## src/rtl/serial_score_subtractor.sv

```systemverilog
// Bit-serial subtractor used to deduct penalties from a running score.
// diff = minuend - subtrahend - bin, one bit per clock, LSB first, through
// a single shared full-subtractor cell.
//
// Handshake: a request is accepted on a rising edge where start=1 and the
// block is in IDLE or DONE. busy=1 marks the WIDTH processing cycles, and
// start is ignored while busy=1. done is a one-cycle pulse. diff, bout and
// underflow are valid from done and stay stable until the next result
// completes.
module serial_score_subtractor #(
  parameter int WIDTH    = 8,
  parameter bit SATURATE = 1'b0
) (
  input  logic             clk,
  input  logic             rst,
  input  logic             start,
  input  logic [WIDTH-1:0] minuend,
  input  logic [WIDTH-1:0] subtrahend,
  input  logic             bin,
  output logic             busy,
  output logic             done,
  output logic [WIDTH-1:0] diff,
  output logic             bout,
  output logic             underflow,
  output logic [1:0]       state_dbg
);

  localparam int CW = $clog2(WIDTH);
  localparam logic [CW-1:0] LAST_BIT = CW'(WIDTH - 1);

  localparam logic [1:0] S_IDLE = 2'd0;
  localparam logic [1:0] S_RUN  = 2'd1;
  localparam logic [1:0] S_DONE = 2'd2;

  logic [1:0]       state_q, state_d;
  // a_q is the minuend and also the result shift register. Each cycle its
  // LSB is consumed and the new difference bit enters at the MSB, so after
  // WIDTH cycles it holds the complete difference.
  logic [WIDTH-1:0] a_q, a_d;
  logic [WIDTH-1:0] b_q, b_d;
  logic             brw_q, brw_d;
  logic [CW-1:0]    cnt_q, cnt_d;
  logic [WIDTH-1:0] diff_q, diff_d;
  logic             bout_q, bout_d;

  // Shared full-subtractor cell working on the current LSBs.
  logic             d_bit;
  logic             brw_next;
  logic [WIDTH-1:0] res_shift;

  // Full-subtractor cell and the shifted result it produces.
  always_comb begin
    d_bit     = a_q[0] ^ b_q[0] ^ brw_q;
    brw_next  = (~a_q[0] & b_q[0]) | (~(a_q[0] ^ b_q[0]) & brw_q);
    res_shift = {d_bit, a_q[WIDTH-1:1]};
  end

  // Next-state logic: accept, bit-serial run, and result publication.
  always_comb begin
    state_d = state_q;
    a_d     = a_q;
    b_d     = b_q;
    brw_d   = brw_q;
    cnt_d   = cnt_q;
    diff_d  = diff_q;
    bout_d  = bout_q;
    case (state_q)
      S_IDLE, S_DONE: begin
        if (start) begin
          a_d     = minuend;
          b_d     = subtrahend;
          brw_d   = bin;
          cnt_d   = '0;
          state_d = S_RUN;
        end else begin
          state_d = S_IDLE;
        end
      end
      S_RUN: begin
        a_d   = res_shift;
        b_d   = {1'b0, b_q[WIDTH-1:1]};
        brw_d = brw_next;
        cnt_d = cnt_q + 1'b1;
        if (cnt_q == LAST_BIT) begin
          state_d = S_DONE;
          bout_d  = brw_next;
          diff_d  = (SATURATE && brw_next) ? '0 : res_shift;
        end
      end
      default: state_d = S_IDLE;
    endcase
  end

  // State and datapath registers; an asynchronous reset aborts any request.
  always_ff @(posedge clk or posedge rst) begin
    if (rst) begin
      state_q <= S_IDLE;
      a_q     <= '0;
      b_q     <= '0;
      brw_q   <= 1'b0;
      cnt_q   <= '0;
      diff_q  <= '0;
      bout_q  <= 1'b0;
    end else begin
      state_q <= state_d;
      a_q     <= a_d;
      b_q     <= b_d;
      brw_q   <= brw_d;
      cnt_q   <= cnt_d;
      diff_q  <= diff_d;
      bout_q  <= bout_d;
    end
  end

  assign busy      = (state_q == S_RUN);
  assign done      = (state_q == S_DONE);
  assign diff      = diff_q;
  assign bout      = bout_q;
  assign underflow = bout_q;
  assign state_dbg = state_q;

endmodule

```

## config.mk

```make
export PLATFORM = sky130hd
export DESIGN_NAME = serial_score_subtractor
export DESIGN_NICKNAME = d
export VERILOG_FILES = /design/src/rtl/serial_score_subtractor.sv
export SDC_FILE = /design/constraint.sdc
export NUM_CORES = 1
export LEC_CHECK = 0
export ABC_AREA = 1
export CORE_ASPECT_RATIO = 0.5
export CORE_MARGIN = 3
export CORE_UTILIZATION = 36
export DETAILED_ROUTE_END_ITERATION = 7
export GPL_ROUTABILITY_DRIVEN = 0
export PLACE_DENSITY = 0.74
export REMOVE_ABC_BUFFERS = 1
export SYNTH_ARGS = -nofsm -noshare
export SYNTH_HDL_FRONTEND = slang
export SYNTH_SLANG_ARGS = --single-unit
```

## constraint.sdc

```tcl
create_clock -name clk -period 1.3 [get_ports clk]
set_input_delay 0.13 -clock clk [delete_from_list [all_inputs] [get_ports clk]]
set_output_delay 0.13 -clock clk [all_outputs]
set_load 0.01 [all_outputs]
```

==> impl_metrics.tcl, run 1 <==
set metrics [dict create \
    layout_commonest_cell "nand2_1" \
    powerDensity_mw_per_mm2 2460 \
    multi_input_area_um2 622 \
    syn_area_mm2 0.00158 \
    via_per_inst 4.55 \
    die_w_um 99.7 \
    io_pins 34 \
    cts_hold_buf 0 \
    cts_tree "done" \
    crit_buf_inv 3 \
    grt_max_degree 32 \
    clock-root-buffer "clkbuf_8" \
    period_share_pct 96.8 \
    dieHeight_um 52.9 \
    muxShareOfSynthArea_pct 0 \
    hold_viol 0 \
    synth_adder_area_share_pct 2.85 \
    min_path_type "input pin to asynchronous set/reset pin" \
    maxCapViolCount 0 \
    finish.utilization_pct 53.4 \
    initial_core_util_pct 38.9 \
    drive_above_1_share_pct 20.6 \
    drtIter0Drc 44 \
    track_usage_pct 13.9 \
    synth_compound_gate_area_share_pct 5.93 \
    antenna_found_initial 0 \
    htree_levels 2 \
    rows 16 \
    drt-total-wl_um 3430 \
    syn_area_per_cell_um2 8.07 \
    dp_hpwl_um 2400 \
    worst_setup_path_start_kind "flop" \
    ys_seq_area_share_pct 49.1 \
    arrival_ns 1.13 \
    crit_type "flop to output port" \
    via_count 1371 \
    tightest_slew_ns 0.188 \
    fin_skew_ns 0.00466 \
    reg2reg_depth 6 \
    clkLatencyLatePin_ns 0.28 \
    synth-xor-area-share_pct 0 \
    grt_pass1_vias 1294 \
    numCtsBuffers 5 \
    cts.path.max_buffers 2 \
    yosys.area_share.simple_pct 28.9 \
    timing.hold.ws_ns 0.194 \
    placed_cells 287 \
    fp.coreArea_mm2 0.00406 \
    p_leak_uw 0.00121 \
    ant_nets 0 \
    path_cells "buf_6, buf_4, nor2_2, buf_2" \
    clock_sinks 31 \
    dieArea_mm2 0.00527 \
    crit_start "state_dbg[0]" \
    gr-total-overflow 0 \
    max_stage_delay_ns 0.39 \
    final_area_mm2 0.00217 \
    cp_max_fo 2 \
    layout.nets 270 \
    layout_common_cells "65 x nand2_1, 33 x inv_1, 31 x dfrtp_1" \
    end_kind "output port" \
    fin_cells 301 \
    ff_latch_area_um2 776 \
    dr.pass1.iters 4 \
    ys_warn_count 0 \
    port_buffers 33 \
    regToRegEndpoint "a_q[7]" \
    finalSetupViolations 0 \
    ys_types 18 \
    synthToLayoutAreaGrowth_pct 37.1 \
    crit_slowest_cell "dfrtp_1" \
    synth_top_family_by_area "simple AND/OR/NAND/NOR gates" \
    r2r_setup_slack_ns 0.05 \
    wl_per_cell_um 11.4 \
    route.detailed.drc 0 \
    synth_seq_cells 31 \
    nFillCells 363 \
    r2r_start "brw_q" \
    status "finished, final reports clean" \
    grt_pass1_wl_um 5600 \
    cp.required_ns 1.17 \
    total_power_uw 5330 \
    fmax_mhz 794 \
    maxSlewHeadroom_pct 87.5 \
    crit_family "flip-flops" \
    syn-instance-count 196 \
    period_needed_ns 1.26 \
    path_clk_slew_ns 0.06 \
    maxSlewViolCount 0 \
    num_antenna_cells 0 \
    place_area_mm2 0.00202 \
    ir_drop_v 0.000696 \
]
[kinds of logic (layout without fill, tap and decap cells)]
group,after synthesis,count (layout)
flops,31,31
simple gates,103,104
fa+ha+maj,3,3
buf+inv,47,97
compound gates,12,12
[stage by stage]
| stage | TNS (ns) | worst slack (ns) |
|---|---|---|
| floorplan | -2.80 | -0.114 |
| global placement | 0 | 0.0346 |
| detailed placement | 0 | 0.00216 |
| CTS | 0 | 0.00147 |
| global route | -0.00301 | -0.00301 |
| finish | 0 | 0.0413 |
[where the power goes]
part	internal, µW	total [µW]	switching, µW
sequential	1450	1700	253
combinational	1260	2870	1610
clock	414	762	347
total	3120	5330	2210
[routing by layer]
layer | vias to the layer above | wire, µm | global-route usage (%)
li1 | 693 | - | -
met1 | 644 | 1520 | 15.7
met2 | 27 | 1710 | 25.1
met3 | 7 | 133 | 3.68
met4 | 0 | 62 | 6.12
met5 | - | 0 | 0
[cells in the mapped netlist (all sizes together)]
master / n / area (µm²)
inv: 39 / 151
nor2: 3 / 18.8
fa: 1 / 20.0
dfrtp: 31 / 776
ha: 2 / 25.0
nand3: 32 / 160
o21ai: 11 / 88.8
clkbuf: 1 / 3.75
buf: 7 / 55.1
nand2: 68 / 278
a21oi: 1 / 5.00
[timing repair]
| action | CTS | global route |
|---|---|---|
| pin swaps | 3 | 6 |
| resized for setup | 22 | 9 |
| endpoints found under the hold margin | 0 | 0 |
| gates cloned | 0 | 1 |
| endpoints found under the setup margin | 22 | 28 |
| setup buffers | 4 | 2 |
[state kept, by name, indices dropped and copies added, names as in the netlist]
signal,cells
a_q,8
b_q,8
state_dbg,2
brw_q,1
bout,1
cnt_q,3
diff,8
[area by class of cell]
| type | count | share of cell area [%] |
|---|---|---|
| sequential | 31 | 35.8 |
| multi-input combinational | 119 | 28.7 |
| timing repair buffer | 51 | 21.4 |
| inverter | 39 | 6.98 |
| clock buffer | 6 | 3.81 |
| tap | 54 | 3.12 |
| clock inverter | 1 | 0.231 |
[tightest hold or removal path, cell delays in order]
cell and delay [ns]:
clkdlybuf4s50_1 0.40, inv_1 0.10, buf_12 0.21
[worst max path at each step]
stage                         end  depth (start not counted)
after floorplan              bout                          5
after global placement     a_q[7]                          5
after detailed placement  diff[4]                          5
after CTS                    busy                          3
after global routing         done                          4
final                        done                          4
Note: power is estimated with default switching activity, not from simulation.
==> run 2, diff against run 1 <==
- CORE_UTILIZATION: 36 -> 50
- PLACE_DENSITY: 0.74 -> 0.91
- clock period: 1.3 -> 1.2 ns (I/O delays scaled with it)
==> run 2 against run 1 <==
Against the previous run: the run now ends with negative setup slack left; non-clock buffer count grew 3; clock power rose by 3.0%; power grew 43%; sequential power rose by 16%; cell area up 15%; routed wire length up 80%; first-iteration DRC count grew to 6.0 times the previous value; cell count is 4.0% lower; register-to-register slack got worse by 0.17 ns; utilization is 36 points higher; worst hold slack got worse by 0.036 ns; largest cell class is now multi-input combinational cells.
==> impl_metrics.tcl, run 2 (synthesis gave the netlist of run 1 again) <==
set metrics [dict create \
    status "finished with violations" \
    violations "negative setup slack" \
    ant_nets 0 \
    track_usage_pct 27.7 \
    placed_cells 273 \
    total_power_uw 7630 \
    antenna_found_initial 0 \
    rows 13 \
    fmax_mhz 757 \
    period_needed_ns 1.32 \
    worst_setup_path_start_kind "flop" \
    dieHeight_um 45.8 \
    gr-total-overflow 0 \
    fin_cells 289 \
    powerDensity_mw_per_mm2 3060 \
    fp.coreArea_mm2 0.00280 \
    grt_pass1_wl_um 7810 \
    io_pins 34 \
    layout_commonest_cell "nand2_1" \
    dieArea_mm2 0.00391 \
    place_area_mm2 0.00206 \
    htree_levels 2 \
    fin_ws_ns -0.120 \
    drive_above_1_share_pct 35.3 \
    min_path_type "input pin to asynchronous set/reset pin" \
    p_leak_uw 0.00132 \
    initial_core_util_pct 56.5 \
    wl_per_cell_um 21.3 \
    via_count 1760 \
    regToRegEndpoint "a_q[7]" \
    fin_skew_ns 0.00923 \
    drt-total-wl_um 6160 \
    final_area_mm2 0.00249 \
    die_w_um 85.5 \
    pre_cts_ws_ns -0.0950 \
    end_kind "flop" \
    layout.nets 276 \
    cp_max_fo 5 \
    cts.path.max_buffers 2 \
    numCtsBuffers 5 \
    ir_drop_v 0.00199 \
    grt_max_degree 32 \
    period_share_pct 110 \
    maxSlewHeadroom_pct 86.0 \
    num_antenna_cells 0 \
    via_per_inst 6.09 \
    path_clk_slew_ns 0.07 \
    clock_sinks 31 \
    cts_tree "done" \
    tightest_slew_ns 0.211 \
    finalSetupViolations 27 \
    maxCapViolCount 0 \
    port_buffers 33 \
    rsz0062_at_grt "true" \
    layout_common_cells "50 x nand2_1, 33 x inv_1, 30 x dfrtp_1" \
    dr.pass1.iters 7 \
    crit_type "flop to flop" \
    r2r_setup_slack_ns -0.12 \
    clock-root-buffer "clkbuf_8" \
    reg2reg_depth 8 \
    synthToLayoutAreaGrowth_pct 57.4 \
    drtIter0Drc 264 \
    route.detailed.drc 0 \
    maxSlewViolCount 0 \
    hold_viol 0 \
    dp_hpwl_um 2450 \
    clkLatencyLatePin_ns 0.29 \
    grt_pass1_vias 1533 \
    cp.required_ns 1.42 \
    arrival_ns 1.54 \
    timing.hold.ws_ns 0.158 \
    r2r_start "state_dbg[0]" \
]
run 2: changes by cell type in the layout (fill, tap and decap cells not counted), moves of 5 or more:
cell / previous run / this run
buf_4: 15 / 10
nand2_1: 65 / 50
nand2_2: 0 / 11
nand3_1: 30 / 16
nand3_2: 2 / 13
run 2: worst max-delay path, stage by stage (launching register included):
cell,delay (ns)
dfrtp_2,0.42
buf_6,0.14
inv_4,0.06
buf_6,0.10
nand2_4,0.06
nand2_8,0.14
clkbuf_16,0.17
nand3_2,0.08
nand2_1,0.07
run 2: final cells by class:
type                            instances  area, µm²
Tap cell                               37       46.3
Inverter                               39        156
Sequential cell                        31        777
Timing Repair inverter                  1       11.3
Clock buffer                            6       72.6
Multi-Input combinational cell        121        857
Fill cell                             109        309
Timing Repair Buffer                   54        568
run 2: report_power, final:
group	internal (µW)	switching, µW
logic	2050	2810
clock network	386	398
registers	1570	402
total	4010	3610
run 2: worst max path at each step:
stage	from	to	slack, ns	cells past startpoint
3_5_place_dp	cnt_q[0]	diff[2]	-0.09	5
6_report	state_dbg[0]	a_q[7]	-0.12	8
3_3_place_gp	cnt_q[0]	diff[7]	-0.05	5
4_1_cts	brw_q	a_q[7]	-0.05	6
5_1_grt	state_dbg[0]	a_q[1]	-0.15	8
2_1_floorplan	state_dbg[0]	bout	-0.21	5
run 2: what timing repair did:
action	CTS	global route
endpoints found under the setup margin	44	33
pin swaps	4	12
gates resized for setup	44	49
gates cloned	4	1
hold buffers	0	0
setup buffers	4	1
run 2: per-stage QoR:
stage | utilization [%] | setup TNS [ns]
2_1_floorplan | - | -5.77
3_3_place_gp | 73.7 | -0.447
3_5_place_dp | 73.7 | -1.59
4_1_cts | 80.9 | -0.187
5_1_grt | 89.0 | -2.52
6_report | 89.0 | -1.62
run 2: metal layers:
| layer | routed length (µm) | track usage [%] |
|---|---|---|
| met1 | 2260 | 33.1 |
| met2 | 2680 | 46.8 |
| met3 | 828 | 8.66 |
| met4 | 387 | 13.6 |
| met5 | 0 | 0 |
==> run 3, diff against run 2 <==
- MAX_ROUTING_LAYER: unset -> met4
==> run 3 against run 2 <==
Against the previous run: the flow still finishes with violations (negative setup slack); cell count stayed put; routed wire length is 0.89% lower; fmax hardly changed; power is 0.16% lower; first-iteration DRC count is 4.2% lower; sequential power hardly changed; clock skew is 0.0036 ns lower; critical path depth stayed put; die area stayed put; sequential share of layout area stayed put; worst setup slack better by 0.00082 ns.
==> impl_metrics.tcl, run 3 (synthesis gave the netlist of run 1 again) <==
set metrics [dict create \
    status "finished with violations" \
    violations "negative setup slack" \
    finalSetupViolations 27 \
    layout_common_cells "50 x nand2_1, 33 x inv_1, 30 x dfrtp_1" \
    r2r_start "state_dbg[0]" \
    htree_levels 2 \
    rows 13 \
    clkLatencyLatePin_ns 0.29 \
    ant_nets 0 \
    crit_path_end "a_q[5]" \
    via_count 1774 \
    path_clk_slew_ns 0.07 \
    fin_skew_ns 0.00565 \
    worst_setup_path_start_kind "flop" \
    place_area_mm2 0.00206 \
    arrival_ns 1.55 \
    cts.path.max_buffers 2 \
    path_cells "buf_6, inv_4, buf_6, nand2_4, nand2_8, clkbuf_16, nand3_2, nand2_1" \
    wl_per_cell_um 21.1 \
    cts_hold_buf 0 \
    finish.utilization_pct 89.0 \
    period_needed_ns 1.32 \
    maxSlewViolCount 0 \
    via_per_inst 6.14 \
    antenna_found_initial 0 \
    regToRegEndpoint "a_q[5]" \
    cp_common_cell "buf_6" \
    route.detailed.drc 0 \
    end_kind "flop" \
    numCtsBuffers 5 \
    track_usage_pct 28.5 \
    grt_pass1_vias 1526 \
    maxCapViolCount 0 \
    num_antenna_cells 0 \
    layout.nets 276 \
    period_share_pct 110 \
    gr-total-overflow 0 \
    cp_max_fo 5 \
    clock-root-buffer "clkbuf_8" \
    final_area_mm2 0.00249 \
    p_leak_uw 0.00132 \
    crit_family "buffers and inverters" \
    drtIter0Drc 253 \
    fin_ws_ns -0.120 \
    clock_sinks 31 \
    initial_core_util_pct 56.5 \
    hold_viol 0 \
    fp.coreArea_mm2 0.00280 \
    reg2reg_depth 8 \
    max_stage_delay_ns 0.42 \
    fmax_mhz 758 \
    multi_input_area_um2 857 \
    crit_buf_inv 4 \
    die_w_um 85.5 \
    grt_pass1_wl_um 7780 \
    drt-total-wl_um 6100 \
    dr.pass1.iters 8 \
    drive_above_1_share_pct 35.3 \
    ff_latch_area_um2 777 \
    layout_commonest_cell "nand2_1" \
    crit_start "state_dbg[0]" \
    cts_tree "done" \
    io_pins 34 \
    crit_type "flop to flop" \
    maxSlewHeadroom_pct 86.0 \
    cp.required_ns 1.43 \
    timing.hold.ws_ns 0.156 \
    ir_drop_v 0.00198 \
    r2r_setup_slack_ns -0.12 \
    dieArea_mm2 0.00391 \
    cp.depth 8 \
    synthToLayoutAreaGrowth_pct 57.4 \
    powerDensity_mw_per_mm2 3060 \
    grt_max_degree 32 \
    nFillCells 109 \
    port_buffers 33 \
    tightest_slew_ns 0.211 \
    dieHeight_um 45.8 \
    rsz0062_at_grt "true" \
    crit_slowest_cell "dfrtp_2" \
    min_path_type "input pin to asynchronous set/reset pin" \
    dp_hpwl_um 2450 \
]
[run 3: cell counts in the layout (fill, tap and decap cells not counted)]
Identical to the previous run, type by type.
[run 3: metal layers]
layer  global-route usage (%)  up-vias  wire length [µm]
met5                        -        -                 0
met4                     13.2        0               448
met3                     8.66       61               779
met2                     46.6      172              2670
met1                     33.3      829              2210
li1                         -      712                 -
[run 3: stage by stage]
step / std cells / total power, µW / setup WS (ns) / setup TNS (ns)
finish: 289 / 7610 / -0.120 / -1.72
global route: 289 / 7940 / -0.146 / -2.50
CTS: 287 / 6260 / -0.0492 / -0.187
detailed placement: 273 / 5090 / -0.0950 / -1.59
global placement: 273 / 4900 / -0.0470 / -0.447
floorplan: 188 / 3660 / -0.214 / -5.77
[run 3: repair_timing]
| action | 4_1_cts | 5_1_grt |
|---|---|---|
| pin swaps | 4 | 12 |
| resized for setup | 44 | 49 |
| hold endpoints to repair | 0 | 0 |
| endpoints found under the setup margin | 44 | 33 |
| gates cloned | 4 | 1 |
| setup buffers | 4 | 1 |
[run 3: worst min-delay path by stage]
| stage | from | endpoint | slack, ns | cells past startpoint |
|---|---|---|---|---|
| floorplan | rst | a_q[0] | 0.22 | 1 |
| global placement | cnt_q[1] | cnt_q[1] | 0.46 | 2 |
| detailed placement | a_q[2] | a_q[2] | 0.47 | 2 |
| CTS | rst | b_q[5] | 0.18 | 3 |
| global route | rst | b_q[7] | 0.19 | 3 |
| finish | rst | b_q[5] | 0.16 | 3 |
[run 3: worst register-to-register path, delay by kind of cell, from the launching register on]
| kind | cells | cell delay [ns] |
|---|---|---|
| flip-flops | 1 | 0.42 |
| AND/OR/NAND/NOR | 4 | 0.35 |
| buffers and inverters | 4 | 0.48 |
[run 3: report_power, final]
group,internal (µW),switching (µW),leakage (µW)
Sequential,1570,387,0.000378
Combinational,2050,2810,0.000904
Clock,386,403,0.0000371
[run 3: cell type report]
class	count	share of cell area (%)
Multi-Input combinational cell	121	34.4
Sequential cell	31	31.2
Timing Repair Buffer	54	22.8
Inverter	39	6.28
Clock buffer	6	2.92
Tap cell	37	1.86
Timing Repair inverter	1	0.452
